## src/rtl/coffee_dispense_ctrl.sv

```systemverilog
// coffee_dispense_ctrl
// Runs the dispensing sequence for one paid order: cup drop, wait for the cup,
// powder, then water/pump for a time set by the coffee type. While busy it
// holds one pending order. Cup loss or cup timeout latches a fault.
module coffee_dispense_ctrl #(
  parameter int CNT_W      = 8,
  parameter int CUP_CYC    = 4,
  parameter int CUP_TMO    = 20,
  parameter int POWDER_CYC = 8,
  parameter int WATER_BASE = 16,
  parameter int WATER_STEP = 8
) (
  input  logic       clk,
  input  logic       rst,
  input  logic       vend_req,
  input  logic [1:0] coffee_sel,
  input  logic       cup_present,
  input  logic       fault_clr,
  output logic       cup_drop,
  output logic       powder_motor,
  output logic       water_valve,
  output logic       pump_on,
  output logic       vend_done,
  output logic       vend_drop,
  output logic       busy,
  output logic       LED_Yellow,
  output logic       LED_Green,
  output logic       fault
);

  localparam logic [2:0] S_IDLE     = 3'd0;
  localparam logic [2:0] S_CUP      = 3'd1;
  localparam logic [2:0] S_WAIT_CUP = 3'd2;
  localparam logic [2:0] S_POWDER   = 3'd3;
  localparam logic [2:0] S_WATER    = 3'd4;
  localparam logic [2:0] S_DONE     = 3'd5;
  localparam logic [2:0] S_FAULT    = 3'd6;

  // The phase counter is loaded with (duration - 1) when a phase starts.
  localparam logic [CNT_W-1:0] CUP_LOAD    = CNT_W'(CUP_CYC - 1);
  localparam logic [CNT_W-1:0] TMO_LOAD    = CNT_W'(CUP_TMO - 1);
  localparam logic [CNT_W-1:0] POWDER_LOAD = CNT_W'(POWDER_CYC - 1);

  logic [2:0]       state_reg, state_next;
  logic [CNT_W-1:0] cnt_reg, cnt_next;
  logic [1:0]       cur_sel_reg, cur_sel_next;
  logic [1:0]       pend_sel_reg, pend_sel_next;
  logic             pend_valid_reg, pend_valid_next;
  logic             vend_drop_reg, vend_drop_next;

  logic [CNT_W+1:0] water_sum;
  logic [CNT_W-1:0] water_len;
  logic [CNT_W-1:0] water_load;
  logic [CNT_W-1:0] cnt_dec;

  // Water duration for the current order; two guard bits catch overflow so
  // the result can saturate instead of wrapping.
  always_comb begin
    water_sum  = (CNT_W+2)'(WATER_BASE)
               + (CNT_W+2)'(cur_sel_reg) * (CNT_W+2)'(WATER_STEP);
    water_len  = (|water_sum[CNT_W+1:CNT_W]) ? '1 : water_sum[CNT_W-1:0];
    water_load = (water_len == '0) ? '0 : water_len - CNT_W'(1);
    cnt_dec    = cnt_reg - CNT_W'(1);
  end

  // Next-state, phase counter, order selection and pending-slot logic.
  always_comb begin
    state_next      = state_reg;
    cnt_next        = cnt_reg;
    cur_sel_next    = cur_sel_reg;
    pend_sel_next   = pend_sel_reg;
    pend_valid_next = pend_valid_reg;
    vend_drop_next  = 1'b0;

    // Orders arriving while busy go to the single pending slot, or are
    // rejected when the slot is taken or the machine is faulted.
    if (vend_req && state_reg != S_IDLE) begin
      if (state_reg != S_FAULT && !pend_valid_reg) begin
        pend_valid_next = 1'b1;
        pend_sel_next   = coffee_sel;
      end else begin
        vend_drop_next  = 1'b1;
      end
    end

    case (state_reg)
      S_IDLE: begin
        if (vend_req) begin
          cur_sel_next = coffee_sel;
          state_next   = S_CUP;
          cnt_next     = CUP_LOAD;
        end
      end
      S_CUP: begin
        if (cnt_reg == '0) begin
          state_next = S_WAIT_CUP;
          cnt_next   = TMO_LOAD;
        end else begin
          cnt_next = cnt_dec;
        end
      end
      S_WAIT_CUP: begin
        if (cup_present) begin
          state_next = S_POWDER;
          cnt_next   = POWDER_LOAD;
        end else if (cnt_reg == '0) begin
          state_next = S_FAULT;
          cnt_next   = '0;
        end else begin
          cnt_next = cnt_dec;
        end
      end
      S_POWDER: begin
        if (!cup_present) begin
          state_next = S_FAULT;
          cnt_next   = '0;
        end else if (cnt_reg == '0) begin
          state_next = S_WATER;
          cnt_next   = water_load;
        end else begin
          cnt_next = cnt_dec;
        end
      end
      S_WATER: begin
        if (!cup_present) begin
          state_next = S_FAULT;
          cnt_next   = '0;
        end else if (cnt_reg == '0) begin
          state_next = S_DONE;
          cnt_next   = '0;
        end else begin
          cnt_next = cnt_dec;
        end
      end
      S_DONE: begin
        // A request arriving in this very cycle is treated as if it had been
        // latched in the slot, so it starts straight away.
        if (pend_valid_reg) begin
          cur_sel_next    = pend_sel_reg;
          pend_valid_next = 1'b0;
          state_next      = S_CUP;
          cnt_next        = CUP_LOAD;
        end else if (vend_req) begin
          cur_sel_next    = coffee_sel;
          pend_valid_next = 1'b0;
          state_next      = S_CUP;
          cnt_next        = CUP_LOAD;
        end else begin
          state_next = S_IDLE;
        end
      end
      S_FAULT: begin
        if (fault_clr) begin
          state_next = S_IDLE;
        end
      end
      default: begin
        state_next = S_IDLE;
        cnt_next   = '0;
      end
    endcase

    // Any entry into FAULT discards the queued order as well.
    if (state_next == S_FAULT && state_reg != S_FAULT) begin
      pend_valid_next = 1'b0;
    end
  end

  // State registers with synchronous reset.
  always_ff @(posedge clk) begin
    if (rst) begin
      state_reg      <= S_IDLE;
      cnt_reg        <= '0;
      cur_sel_reg    <= 2'd0;
      pend_sel_reg   <= 2'd0;
      pend_valid_reg <= 1'b0;
      vend_drop_reg  <= 1'b0;
    end else begin
      state_reg      <= state_next;
      cnt_reg        <= cnt_next;
      cur_sel_reg    <= cur_sel_next;
      pend_sel_reg   <= pend_sel_next;
      pend_valid_reg <= pend_valid_next;
      vend_drop_reg  <= vend_drop_next;
    end
  end

  // Moore outputs decoded from the registered state.
  always_comb begin
    cup_drop     = (state_reg == S_CUP);
    powder_motor = (state_reg == S_POWDER);
    water_valve  = (state_reg == S_WATER);
    pump_on      = (state_reg == S_WATER);
    vend_done    = (state_reg == S_DONE);
    busy         = (state_reg != S_IDLE) && (state_reg != S_FAULT);
    LED_Yellow   = busy;
    LED_Green    = (state_reg == S_IDLE);
    fault        = (state_reg == S_FAULT);
    vend_drop    = vend_drop_reg;
  end

endmodule

```

## config.mk

```make
export PLATFORM = sky130hd
export DESIGN_NAME = coffee_dispense_ctrl
export DESIGN_NICKNAME = d
export VERILOG_FILES = /design/src/rtl/coffee_dispense_ctrl.sv
export SDC_FILE = /design/constraint.sdc
export NUM_CORES = 1
export LEC_CHECK = 0
export ABC_AREA = 1
export ABC_CLOCK_PERIOD_IN_PS = 1350
export BUFFER_PORTS_ARGS = -buffer_cell sky130_fd_sc_hd__buf_4
export CAP_MARGIN = 0
export CORE_ASPECT_RATIO = 0.75
export CORE_UTILIZATION = 51
export CTS_CLUSTER_DIAMETER = 150
export DETAILED_ROUTE_END_ITERATION = 7
export PLACE_DENSITY = 0.75
export SETUP_SLACK_MARGIN = 0.02
export SLEW_MARGIN = 20
export SYNTH_ARGS = -nofsm -noshare
export SYNTH_HDL_FRONTEND = slang
export SYNTH_SLANG_ARGS = --single-unit
```

## constraint.sdc

```tcl
create_clock -name clk -period 1.35 [get_ports clk]
set_input_delay 0.27 -clock clk [delete_from_list [all_inputs] [get_ports clk]]
set_output_delay 0.27 -clock clk [all_outputs]
set_load 0.1 [all_outputs]
```

==> reports/qor_table.md, run 1 <==
| Quantity | Value |
|---|---|
| Run status | finished, violations left |
| Violations in the final reports | negative setup slack |
| Input/output buffers | 16 |
| H-tree level count | 1 |
| Full die area | 2645 um2 |
| Number of maximum-capacitance violations | 0 |
| Worst IR Drop VDD | 1.190 mV |
| Worst hold path class | input pin to flop |
| Routed Antenna Nets | 0 |
| Nature of the critical path endpoint | primary output |
| Cell depth of the worst min-delay path | 3 |
| Power density normalized to cell area | 1742 nW/um2 |
| Register area share after synthesis | 27.34% |
| Count of yosys warnings during synthesis | 0 |
| Data arrival, critical path | 1.49 ns |
| Leading cell types in the layout, fill and taps excluded | sky130_fd_sc_hd__nand2_1, sky130_fd_sc_hd__buf_4, sky130_fd_sc_hd__nand3_1 |
| Wire length of the first global-routing pass | 7.051 mm |
| Clock latency reported for the late side of the worst-skew pair | 0.32 ns |
| Setup WS post-layout | -0.4071 ns |
| Placed Instance Area | 1634 um2 |
| Number of instances in the synthesized netlist | 207 |
| Distinct cells, synth | 24 |
| Leading cell type in the layout, fill and taps excluded | sky130_fd_sc_hd__nand2_1 |
| Total power of the final layout | 3683 uW |
| Fin util | 91.60% |
| Clk root buf | sky130_fd_sc_hd__clkbuf_4 |
| Sinks on Clock Net | 17 |
| Clock tree from TritonCTS | yes |
| Vias per cell | 6.358 |
| Routed length per instance | 19.59 um |
| Pre-CTS worst setup slack | -0.06939 ns |
| Core Footprint | 2308 um2 |
| Number of global-route vias before repair | 1518 |
| Summed instance area of the synthesized netlist | 1245 um2 |
| Number of iterations in the first detailed-routing pass | 6 |
| RSZ-0062 raised after global routing | true |
| Post-CTS Hold Fix Bufs | 0 |
| Max Clock Skew | 0.01655 ns |
| Delay of the slowest cell on the worst path | 0.41 ns |
| Post-synthesis register bit count | 17 |
| Number of remaining DRC errors | 0 |
| FMAX | 569.1 MHz |
| Antenna violations before repair | 0 |
| Largest register FFs | 8 |
| Worst-path cell chain | buf_4 > nand3_1 > clkinvlp_4 > buf_8 |
| Number of rows in the core area | 15 |
| Part of the cycle the worst path needs | 130.2% |
| Antenna fix cells | 0 |
| Clock period minus final worst setup slack | 1.757 ns |
| Total Routing Usage GR | 36.95% |
| CTS Buf Count | 3 |
| Setup total negative slack | -6.680 ns |
| Leakage power total | 0.001002 uW |
| Measured slew at the worst slew-check pin | 0.3591 ns |
| Share of post-route cells with drive strength above 1 | 43.66% |
| Setup-failing EPs final | 25 |
| Max-slew violation total from the final report | 0 |
| Final hold vios | 0 |
| Total via count after detailed routing | 1920 |
| Top fanout value on the critical path | 4 |
| Placed wire-length estimate after detailed placement | 2.802 mm |
| Initial standard-cell utilization of the core | 53.93% |
| Number of placed I/O pins | 17 |
| 1st-iter DRT viols | 406 |
| Die W | 59.05 um |
| Cell with the largest stage delay on the worst path | sky130_fd_sc_hd__dfxtp_4 |
| Routability-driven placement congestion ratio | 0.9010 |
| Max-slew headroom at the worst pin | 75.97% |
| Type of the worst setup path | flop to primary output |
| Final design instance area without fill | 2115 um2 |
| Die Span Y | 44.79 um |
| Post-layout net count | 281 |
| Deepest clock path buffer count | 2 |
| Layout overhead on the synthesized area | 69.85% |
| Clock slew seen by the registers of the worst setup and hold paths | 0.12 ns |
| Length in cells of the worst reg-to-reg path | 10 |
| Total overflow reported by the global router | 0 |
| Worst setup SP type | flop |
| Total routed wirelength | 5.917 mm |
| Synthesized netlist net count | 219 |
| Largest net degree at the start of global routing | 11 |
| Mean instance size in the synthesized netlist | 6.014 um2 |
| Critical path data required time | 1.08 ns |
[worst max-delay path, delay by kind of cell (launching register included)]
family / cells / cell delay, ns
buffers and inverters: 3 / 0.53
DFF: 1 / 0.41
and+or+nand+nor: 1 / 0.22
[final timing paths]
| check | to | start | slack, ns |
|---|---|---|---|
| setup / recovery | cup_drop | state_reg[0] | -0.41 |
| setup reg to reg | flop | state_reg[2] | -0.33 |
| hold reg to reg | pend_sel_reg[0] | pend_sel_reg[0] | 0.52 |
| hold / removal | pend_sel_reg[1] | coffee_sel[1] | 0.20 |
[what timing repair did]
item                       in CTS  in global routing
gates resized for setup        69                 15
hold endpoints to repair        0                  0
setup endpoints to repair      21                 25
cloned                          0                  0
pin swaps                      17                 10
buffers inserted                9                 11
[metrics by stage]
stage,hold WS (ns),instances
2_1_floorplan,0.4049,207
3_3_place_gp,0.4885,279
3_5_place_dp,0.4865,279
4_1_cts,0.1711,292
5_1_grt,0.1861,302
6_report,0.1956,302
[Yosys cell counts]
| master | number | area [um2] |
|---|---|---|
| sky130_fd_sc_hd__o22ai_1 | 1 | 6.260 |
| sky130_fd_sc_hd__xnor2_1 | 1 | 8.760 |
| sky130_fd_sc_hd__o21ai_0 | 11 | 55.05 |
| sky130_fd_sc_hd__xor2_1 | 4 | 35.03 |
| sky130_fd_sc_hd__dfxtp_1 | 17 | 340.3 |
| sky130_fd_sc_hd__nor2_1 | 31 | 116.4 |
| sky130_fd_sc_hd__nand3_1 | 26 | 130.1 |
| sky130_fd_sc_hd__a31oi_1 | 1 | 6.260 |
| sky130_fd_sc_hd__nor2_4 | 1 | 11.26 |
| sky130_fd_sc_hd__nand2_1 | 55 | 206.5 |
| sky130_fd_sc_hd__o31ai_1 | 1 | 7.510 |
| sky130_fd_sc_hd__a21oi_1 | 8 | 40.04 |
| sky130_fd_sc_hd__nor3b_1 | 1 | 7.510 |
| sky130_fd_sc_hd__buf_4 | 2 | 15.01 |
| sky130_fd_sc_hd__inv_1 | 30 | 112.6 |
| sky130_fd_sc_hd__o211ai_1 | 2 | 15.01 |
| sky130_fd_sc_hd__clkinv_1 | 1 | 3.750 |
| sky130_fd_sc_hd__ha_1 | 5 | 62.56 |
| sky130_fd_sc_hd__nand4_1 | 2 | 12.51 |
| sky130_fd_sc_hd__nor3_1 | 2 | 10.01 |
| sky130_fd_sc_hd__o211a_1 | 1 | 10.01 |
| sky130_fd_sc_hd__mux2i_1 | 1 | 10.01 |
| sky130_fd_sc_hd__o21ai_2 | 2 | 17.52 |
| sky130_fd_sc_hd__clkbuf_2 | 1 | 5.000 |
[power by group]
group	switching [uW]	internal, uW
logic	1660	995
clock network	192	116
registers	104	614
[layout make-up]
cell class | instances | area [um2]
Sequential cell | 17 | 357.8
Multi-Input combinational cell | 156 | 953.4
Tap cell | 34 | 42.54
Timing Repair Buffer | 60 | 593.1
Fill cell | 87 | 193.9
Clock buffer | 4 | 26.28
Inverter | 31 | 141.4
[metal layers]
layer	global-route usage [%]	wire (um)	part of all wire (%)	vias to the layer above
met5	0	0	0	-
met4	13.81	508	8.6	0
met3	9.742	753	13	83
met2	64.32	2447	41	201
met1	44.25	2207	37	852
li1	-	-	-	784
[cell families after synthesis]
kind of cell	Yosys count	share of synthesized area [%]
mux	1	0.8041
simple gates	118	39.70
fa+ha+maj	5	5.025
buf+inv	34	10.95
compound gates	27	12.66
xor+xnor	5	3.517
flops	17	27.34
No activity file was read; power rests on OpenSTA's default activity.
==> run 2, diff against run 1 <==
--- a/config.mk
+++ b/config.mk
@@ -10,10 +10,12 @@
 export BUFFER_PORTS_ARGS = -buffer_cell sky130_fd_sc_hd__buf_4
 export CAP_MARGIN = 0
 export CORE_ASPECT_RATIO = 0.75
-export CORE_UTILIZATION = 51
+export CORE_UTILIZATION = 53
+export CTS_BUF_LIST = sky130_fd_sc_hd__clkbuf_8
 export CTS_CLUSTER_DIAMETER = 150
 export DETAILED_ROUTE_END_ITERATION = 7
-export PLACE_DENSITY = 0.75
+export PLACE_DENSITY = 0.77
+export REMOVE_ABC_BUFFERS = 1
 export SETUP_SLACK_MARGIN = 0.02
 export SLEW_MARGIN = 20
 export SYNTH_ARGS = -nofsm -noshare
==> run 2 against run 1 <==
  * The flow now stops in 4_1_cts
  * Area after synthesis unchanged
  * Synthesized cell count unchanged
==> reports/qor_table.md, run 2 <==
| Quantity | Value |
|---|---|
| Deepest clock path buffer count | 2 |
| Register area share after synthesis | 27.34% |
| Cell taking the most area after synthesis | sky130_fd_sc_hd__dfxtp_1 |
| Die Span Y | 43.97 um |
| Sinks on Clock Net | 17 |
| Run status | stopped before the end |
| H-tree level count | 1 |
| Mean instance size in the synthesized netlist | 6.014 um2 |
| Clk root buf | sky130_fd_sc_hd__clkbuf_8 |
| Count of cells resized by post-cts repair | 95 |
| Top cells by instance count after synthesis | sky130_fd_sc_hd__nand2_1, sky130_fd_sc_hd__nor2_1, sky130_fd_sc_hd__inv_1 |
| Setup repair bufs after CTS | 11 |
| Number of instances in the synthesized netlist | 207 |
| Summed instance area of the synthesized netlist | 1245 um2 |
| Input/output buffers | 16 |
| Pre-CTS worst setup slack | -0.1802 ns |
| Most frequent cell after synthesis | sky130_fd_sc_hd__nand2_1 |
| Most frequently used flop master after synthesis | sky130_fd_sc_hd__dfxtp_1 |
| Initial standard-cell utilization of the core | 59.23% |
| Number of rows in the core area | 14 |
| Count of yosys warnings during synthesis | 0 |
| Distinct cells, synth | 24 |
| Biggest area contributors in the synthesized netlist | sky130_fd_sc_hd__dfxtp_1, sky130_fd_sc_hd__nand2_1, sky130_fd_sc_hd__nand3_1, sky130_fd_sc_hd__nor2_1, sky130_fd_sc_hd__inv_1 |
| EDFF count, synth | 0 |
| Post-synthesis register bit count | 17 |
| CTS Buf Count | 3 |
| Placed wire-length estimate after detailed placement | 2.811 mm |
| Post-CTS Hold Fix Bufs | 0 |
| Routability-driven placement congestion ratio | 1.015 |
| Portion of synthesized cell area occupied by the leading cell type | 27.34% |
| Proportion of synthesized flip-flops having asynchronous set or reset | 0% |
| Die W | 57.97 um |
| Last flow stage reached | 4_1_cts |
| Inst Count DP | 282 |
| Stop err | [ERROR DPL-0033] detailed placement checks failed during check placement. |
| Number of placed I/O pins | 17 |
==> run 2: cell counts after synthesis <==
No cell type changed its count.
==> run 2: stage by stage <==
stage	cell area, um2	util, %
floorplan	1225	-
global placement	1660	78.99
detailed placement	1660	78.99
==> run 2: cell families after synthesis <==
family,count (synthesis),share of synthesized area [%]
xor+xnor,5,3.517
buf+inv,34,10.95
fa+ha+maj,5,5.025
simple gates,118,39.70
mux,1,0.8041
flops,17,27.34
compound gates,27,12.66
==> run 3, diff against run 2 <==
==> config.mk (replaced) <==
export PLATFORM = sky130hd
export DESIGN_NAME = coffee_dispense_ctrl
export DESIGN_NICKNAME = d
export VERILOG_FILES = /design/src/rtl/coffee_dispense_ctrl.sv
export SDC_FILE = /design/constraint.sdc
export NUM_CORES = 1
export LEC_CHECK = 0
export ABC_AREA = 1
export ABC_CLOCK_PERIOD_IN_PS = 1750
export BUFFER_PORTS_ARGS = -buffer_cell sky130_fd_sc_hd__buf_4
export CAP_MARGIN = 0
export CORE_AREA = 2 2 63 65
export DETAILED_ROUTE_END_ITERATION = 7
export DIE_AREA = 0 0 65 67
export PLACE_DENSITY_LB_ADDON = 0.15
export REMOVE_ABC_BUFFERS = 1
export SLEW_MARGIN = 20
export SYNTH_ARGS = -nofsm -noshare
export SYNTH_HDL_FRONTEND = slang
export SYNTH_SLANG_ARGS = --single-unit
==> constraint.sdc (replaced) <==
create_clock -name clk -period 1.75 [get_ports clk]
set_input_delay 0.35 -clock clk [delete_from_list [all_inputs] [get_ports clk]]
set_output_delay 0.35 -clock clk [all_outputs]
set_load 0.1 [all_outputs]
==> run 3 against run 2 <==
  * The flow now finishes without violations
==> reports/qor_table.md, run 3 (same netlist as run 1, synthesis figures left out) <==
| Quantity | Value |
|---|---|
| Total routed wirelength | 3.237 mm |
| Total via count after detailed routing | 1312 |
| Setup WS post-layout | 0.08020 ns |
| Initial standard-cell utilization of the core | 34.52% |
| Largest register FFs | 8 |
| Placed wire-length estimate after detailed placement | 2.498 mm |
| Critical path data required time | 1.40 ns |
| CTS Buf Count | 3 |
| Pre-CTS worst setup slack | 0.07991 ns |
| H-tree level count | 1 |
| Reg area | 346.6 um2 |
| Measured slew at the worst slew-check pin | 0.2778 ns |
| Antenna violations before repair | 0 |
| Sinks on Clock Net | 17 |
| Placed Instance Area | 1443 um2 |
| Clock tree from TritonCTS | yes |
| Nature of the critical path endpoint | primary output |
| Routed length per instance | 11.64 um |
| Deepest clock path buffer count | 2 |
| Total overflow reported by the global router | 0 |
| Total Routing Usage GR | 16.25% |
| Max-slew violation total from the final report | 0 |
| Data arrival, critical path | 1.32 ns |
| Clk root buf | sky130_fd_sc_hd__clkbuf_8 |
| Core Footprint | 3606 um2 |
| Share of post-route cells with drive strength above 1 | 16.09% |
| Number of maximum-capacitance violations | 0 |
| Vias per cell | 4.719 |
| Number of remaining DRC errors | 0 |
| Clock slew seen by the registers of the worst setup and hold paths | 0.08 ns |
| FMAX | 598.9 MHz |
| Type of the worst setup path | flop to primary output |
| Antenna fix cells | 0 |
| Max-slew headroom at the worst pin | 81.37% |
| Worst hold path class | input pin to flop |
| Clock period minus final worst setup slack | 1.670 ns |
| Layout overhead on the synthesized area | 26.03% |
| Part of the cycle the worst path needs | 95.42% |
| Die W | 65 um |
| Post-layout net count | 243 |
| Total power of the final layout | 2201 uW |
| Number of placed I/O pins | 17 |
| Clock latency reported for the late side of the worst-skew pair | 0.26 ns |
| Full die area | 4355 um2 |
| Length in cells of the worst reg-to-reg path | 12 |
| Number of rows in the core area | 22 |
| Leakage power total | 0.0007983 uW |
| Footprint of the multi-input gates | 788.3 um2 |
| Input/output buffers | 16 |
| Fill cell instance count of the final layout | 390 |
| Leading cell type in the layout, fill and taps excluded | sky130_fd_sc_hd__nand2_1 |
| Cell depth of the worst min-delay path | 3 |
| Leading cell types in the layout, fill and taps excluded | sky130_fd_sc_hd__nand2_1, sky130_fd_sc_hd__inv_1, sky130_fd_sc_hd__nor2_1 |
| Number of iterations in the first detailed-routing pass | 4 |
| Run status | complete, no violations |
| Routability-driven placement congestion ratio | 0.9001 |
| Die Span Y | 67 um |
| Largest net degree at the start of global routing | 11 |
| RSZ-0062 raised after global routing | false |
| Max Clock Skew | 0.007657 ns |
| Worst IR Drop VDD | 0.4237 mV |
| Setup total negative slack | 0 ns |
| Number of global-route vias before repair | 1151 |
| Wire length of the first global-routing pass | 5.354 mm |
| Final design instance area without fill | 1569 um2 |
| Final hold vios | 0 |
| Worst setup SP type | flop |
| Routed Antenna Nets | 0 |
| Setup-failing EPs final | 0 |
| Top fanout value on the critical path | 6 |
| 1st-iter DRT viols | 68 |
| Post-CTS Hold Fix Bufs | 0 |
| Power density normalized to cell area | 1403 nW/um2 |
-- run 3: worst max-delay path: stages (launching register included) --
cell                      delay, ns
sky130_fd_sc_hd__dfxtp_2       0.36
sky130_fd_sc_hd__nor2_2        0.18
sky130_fd_sc_hd__nand2_2       0.11
sky130_fd_sc_hd__inv_1         0.16
sky130_fd_sc_hd__buf_6         0.25
-- run 3: repair_timing --
| item | CTS | global route |
|---|---|---|
| gates resized for setup | 16 | 7 |
| pin swaps | 0 | 1 |
| setup endpoints to repair | 5 | 8 |
| buffers inserted | 0 | 1 |
| cloned | 0 | 0 |
-- run 3: layout make-up --
cell class	instances	area share, %
clock buffer	4	2.871
timing repair buffer	22	13.56
multi-input combinational	156	50.24
inverter	31	7.416
tap	48	3.828
sequential	17	22.09
-- run 3: per-stage QoR --
stage | hold slack [ns] | utilization, % | std cells
floorplan | 0.4191 | - | 204
global placement | 0.4781 | 40.01 | 273
detailed placement | 0.4759 | 40.01 | 273
CTS | 0.3223 | 42.75 | 277
global route | 0.3242 | 43.51 | 278
finish | 0.3159 | 43.51 | 278
-- run 3: final timing paths --
path | start | end | slack (ns)
setup / recovery | state_reg[1] | LED_Green | 0.08
hold / removal | coffee_sel[1] | pend_sel_reg[1] | 0.32
setup reg to reg | cnt_reg[0] | cnt_reg[5] | 0.24
hold reg to reg | cnt_reg[6] | cnt_reg[6] | 0.49
-- run 3: per-layer routing --
layer	part of all wire (%)	vias to the layer above	GRT usage (%)	wire length, um
met2	44	32	24.23	1418
met5	0	-	0	0
met3	3.8	5	2.196	122
met4	1.6	0	7.181	53
met1	51	568	23.07	1642
li1	-	707	-	-
-- run 3: power by group --
part	leakage (uW)	internal (uW)	switching (uW)	total, uW
combinational	0.000635	462	869	1330
sequential	0.000141	466	87.8	554
clock	0.0000228	162	154	317
==> run 4, diff against run 3 <==
==> constraint.sdc (replaced) <==
create_clock -name clk -period 1.75 [get_ports clk]
set_input_delay 0.2625 -clock clk [delete_from_list [all_inputs] [get_ports clk]]
set_output_delay 0.2625 -clock clk [all_outputs]
set_load 0.1 [all_outputs]
==> run 4 against run 3 <==
  * Die area is the same
  * Flip-flop and latch count unchanged
  * Global-route usage decreased by 0.41 points
  * Setup slack improved by 0.0091 ns
  * Final cell count is 1.1% lower
  * Core utilization shrank 1.7 points
  * Clock skew fell by 0.0032 ns
  * Register-to-register slack worse by 0.04 ns
  * Via count shrank 2.5%
  * Wire length down 2.8%
  * First-iteration DRC count is 19% higher
  * Critical path type unchanged
  * Critical endpoint is now LED_Yellow
  * Largest cell class unchanged
==> reports/qor_table.md, run 4 (same netlist as run 1, synthesis figures left out) <==
| Quantity | Value |
|---|---|
| Die W | 65 um |
| Total overflow reported by the global router | 0 |
| Cell depth of the worst min-delay path | 3 |
| Leading cell type in the layout, fill and taps excluded | sky130_fd_sc_hd__nand2_1 |
| Number of remaining DRC errors | 0 |
| Fin util | 41.81% |
| Cell-internal power | 1021 uW |
| Leakage power total | 0.0007724 uW |
| Max-slew violation total from the final report | 0 |
| Max-slew headroom at the worst pin | 80.45% |
| Worst hold path class | input pin to flop |
| Cell mode on critical path | sky130_fd_sc_hd__inv_1 |
| Wire length of the first global-routing pass | 5.216 mm |
| Antenna fix cells | 0 |
| Share of post-route cells with drive strength above 1 | 14.54% |
| Routability-driven placement congestion ratio | 0.8488 |
| Antenna violations before repair | 0 |
| Nature of the critical path endpoint | primary output |
| Fill cell instance count of the final layout | 397 |
| Layout overhead on the synthesized area | 21.11% |
| Post-CTS Hold Fix Bufs | 0 |
| Switching component of the power | 1089 uW |
| Clock latency reported for the late side of the worst-skew pair | 0.26 ns |
| Cell with the largest stage delay on the worst path | sky130_fd_sc_hd__dfxtp_2 |
| Worst IR Drop VDD | 0.4173 mV |
| Worst setup SP type | flop |
| Final hold vios | 0 |
| Full die area | 4355 um2 |
| Leading cell types in the layout, fill and taps excluded | sky130_fd_sc_hd__nand2_1, sky130_fd_sc_hd__inv_1, sky130_fd_sc_hd__nor2_1 |
| Length in cells of the worst reg-to-reg path | 12 |
| Placed Instance Area | 1428 um2 |
| Endpoint of the worst hold path | pend_sel_reg[1] |
| Number of global-route vias before repair | 1090 |
| Critical path data required time | 1.49 ns |
| Delay of the slowest cell on the worst path | 0.38 ns |
| Largest register FFs | 8 |
| Deepest clock path buffer count | 2 |
| Vias per cell | 4.651 |
| Initial standard-cell utilization of the core | 34.52% |
| Run status | complete, no violations |
| Worst-path cell chain | inv_1 > nand2_2 > inv_1 > nor2_2 > buf_6 |
| Total Routing Usage GR | 15.84% |
| Number of maximum-capacitance violations | 0 |
| Data arrival, critical path | 1.40 ns |
| Total via count after detailed routing | 1279 |
| R2r endpoint | cnt_reg[5] |
| Core Footprint | 3606 um2 |
| CTS Buf Count | 3 |
| Largest net degree at the start of global routing | 12 |
| Max Clock Skew | 0.004493 ns |
| Number of iterations in the first detailed-routing pass | 4 |
| Switching part of the total power | 51.60% |
| Startpoint of the lowest-slack register-to-register path | cnt_reg[0] |
| Routed length per instance | 11.44 um |
| Sequential cell fraction of total power | 26.2% |
| Buffering stage count on the worst path with inverters included | 3 |
| Clock tree from TritonCTS | yes |
| Beginning of the worst hold path | coffee_sel[1] |
| Power density normalized to cell area | 1399 nW/um2 |
| Final design instance area without fill | 1508 um2 |
| Placed wire-length estimate after detailed placement | 2.506 mm |
| Clk network pwr share | 15.2% |
| Die Span Y | 67 um |
| Setup-failing EPs final | 0 |
| Total routed wirelength | 3.147 mm |
| 1st-iter DRT viols | 81 |
| FMAX | 602.1 MHz |
| H-tree level count | 1 |
| Part of the power in combinational logic | 58.6% |
| Clock period minus final worst setup slack | 1.661 ns |
| Sinks on Clock Net | 17 |
| Clock slew seen by the registers of the worst setup and hold paths | 0.08 ns |
| Clk root buf | sky130_fd_sc_hd__clkbuf_8 |
| Number of placed I/O pins | 17 |
| Top fanout value on the critical path | 7 |
| Post-layout net count | 240 |
| Input/output buffers | 16 |
| Number of rows in the core area | 22 |
| CP delay by family, top | buffers and inverters |
| Worst reg-to-reg setup slack | 0.20 ns |
| Routed Antenna Nets | 0 |
| Part of the cycle the worst path needs | 94.90% |
| Measured slew at the worst slew-check pin | 0.2915 ns |
| Type of the worst setup path | flop to primary output |
[run 4: changes by cell type in the layout (fill, tap and decap cells not counted)]
cell,before,now
sky130_fd_sc_hd__buf_12,2,0
sky130_fd_sc_hd__buf_6,6,4
sky130_fd_sc_hd__buf_4,14,15
sky130_fd_sc_hd__clkbuf_1,1,0
sky130_fd_sc_hd__clkinvlp_4,0,1
sky130_fd_sc_hd__dfxtp_2,2,3
sky130_fd_sc_hd__dfxtp_4,1,0
sky130_fd_sc_hd__inv_1,29,30
sky130_fd_sc_hd__inv_2,1,0
sky130_fd_sc_hd__nor2_1,29,30
sky130_fd_sc_hd__nor2_4,2,1
[run 4: timing repair]
action / in CTS / in global routing
setup buffers: 0 / 0
endpoints found under the setup margin: 3 / 11
resized for setup: 5 / 6
cloned: 0 / 0
[run 4: worst max-delay path by stage]
stage,from,end,slack (ns),cells past startpoint
detailed placement,cnt_reg[0],cnt_reg[5],0.11,12
global placement,cnt_reg[0],cnt_reg[5],0.13,12
finish,state_reg[2],LED_Yellow,0.09,5
floorplan,state_reg[2],LED_Yellow,-2.20,4
global route,cnt_reg[0],cnt_reg[5],-0.02,12
CTS,state_reg[0],LED_Yellow,0.002,5
[run 4: routing by layer]
layer / wire length (um) / global-route usage [%]
met4: 33 / 5.585
met1: 1621 / 21.81
met5: 0 / 0
met3: 140 / 3.547
met2: 1352 / 24.10
[run 4: power groups by stage]
stage	clock network [uW]	registers (uW)	logic (uW)
finish	320	554	1240
global placement	0	559	1210
global route	350	564	1370
detailed placement	0	558	1190
floorplan	0	538	937
CTS	336	550	1220
[run 4: worst reg2reg max path, stage by stage, from the launching register on]
cell and delay [ns]:
sky130_fd_sc_hd__dfxtp_1 0.34, sky130_fd_sc_hd__inv_1 0.12, sky130_fd_sc_hd__ha_1 0.18, sky130_fd_sc_hd__inv_1 0.04, sky130_fd_sc_hd__nor2_1 0.16, sky130_fd_sc_hd__nand2_2 0.16, sky130_fd_sc_hd__nor2_1 0.18, sky130_fd_sc_hd__nand2_1 0.08
sky130_fd_sc_hd__nand2_1 0.06, sky130_fd_sc_hd__inv_1 0.04, sky130_fd_sc_hd__nand3_1 0.07, sky130_fd_sc_hd__nand2_1 0.05, sky130_fd_sc_hd__inv_1 0.05
[run 4: stage by stage]
step | setup WS [ns] | total power, uW | TNS (ns) | instances | hold slack, ns
finish | 0.08928 | 2110 | 0 | 275 | 0.2284
global route | -0.01795 | 2286 | -0.01795 | 275 | 0.2408
floorplan | -2.201 | 1476 | -9.987 | 204 | 0.3316
detailed placement | 0.1146 | 1749 | 0 | 271 | 0.4849
CTS | 0.001616 | 2101 | 0 | 275 | 0.2210
global placement | 0.1343 | 1765 | 0 | 271 | 0.4846
[run 4: cell type report]
type	count	area [um2]	share of cell area, %
Clock inverter	1	7.507	0.4979
Multi-Input combinational cell	156	780.7	51.78
Sequential cell	17	344.1	22.82
Inverter	31	116.4	7.718
Clock buffer	3	41.29	2.739
Timing Repair Buffer	19	157.7	10.46
Tap cell	48	60.06	3.983
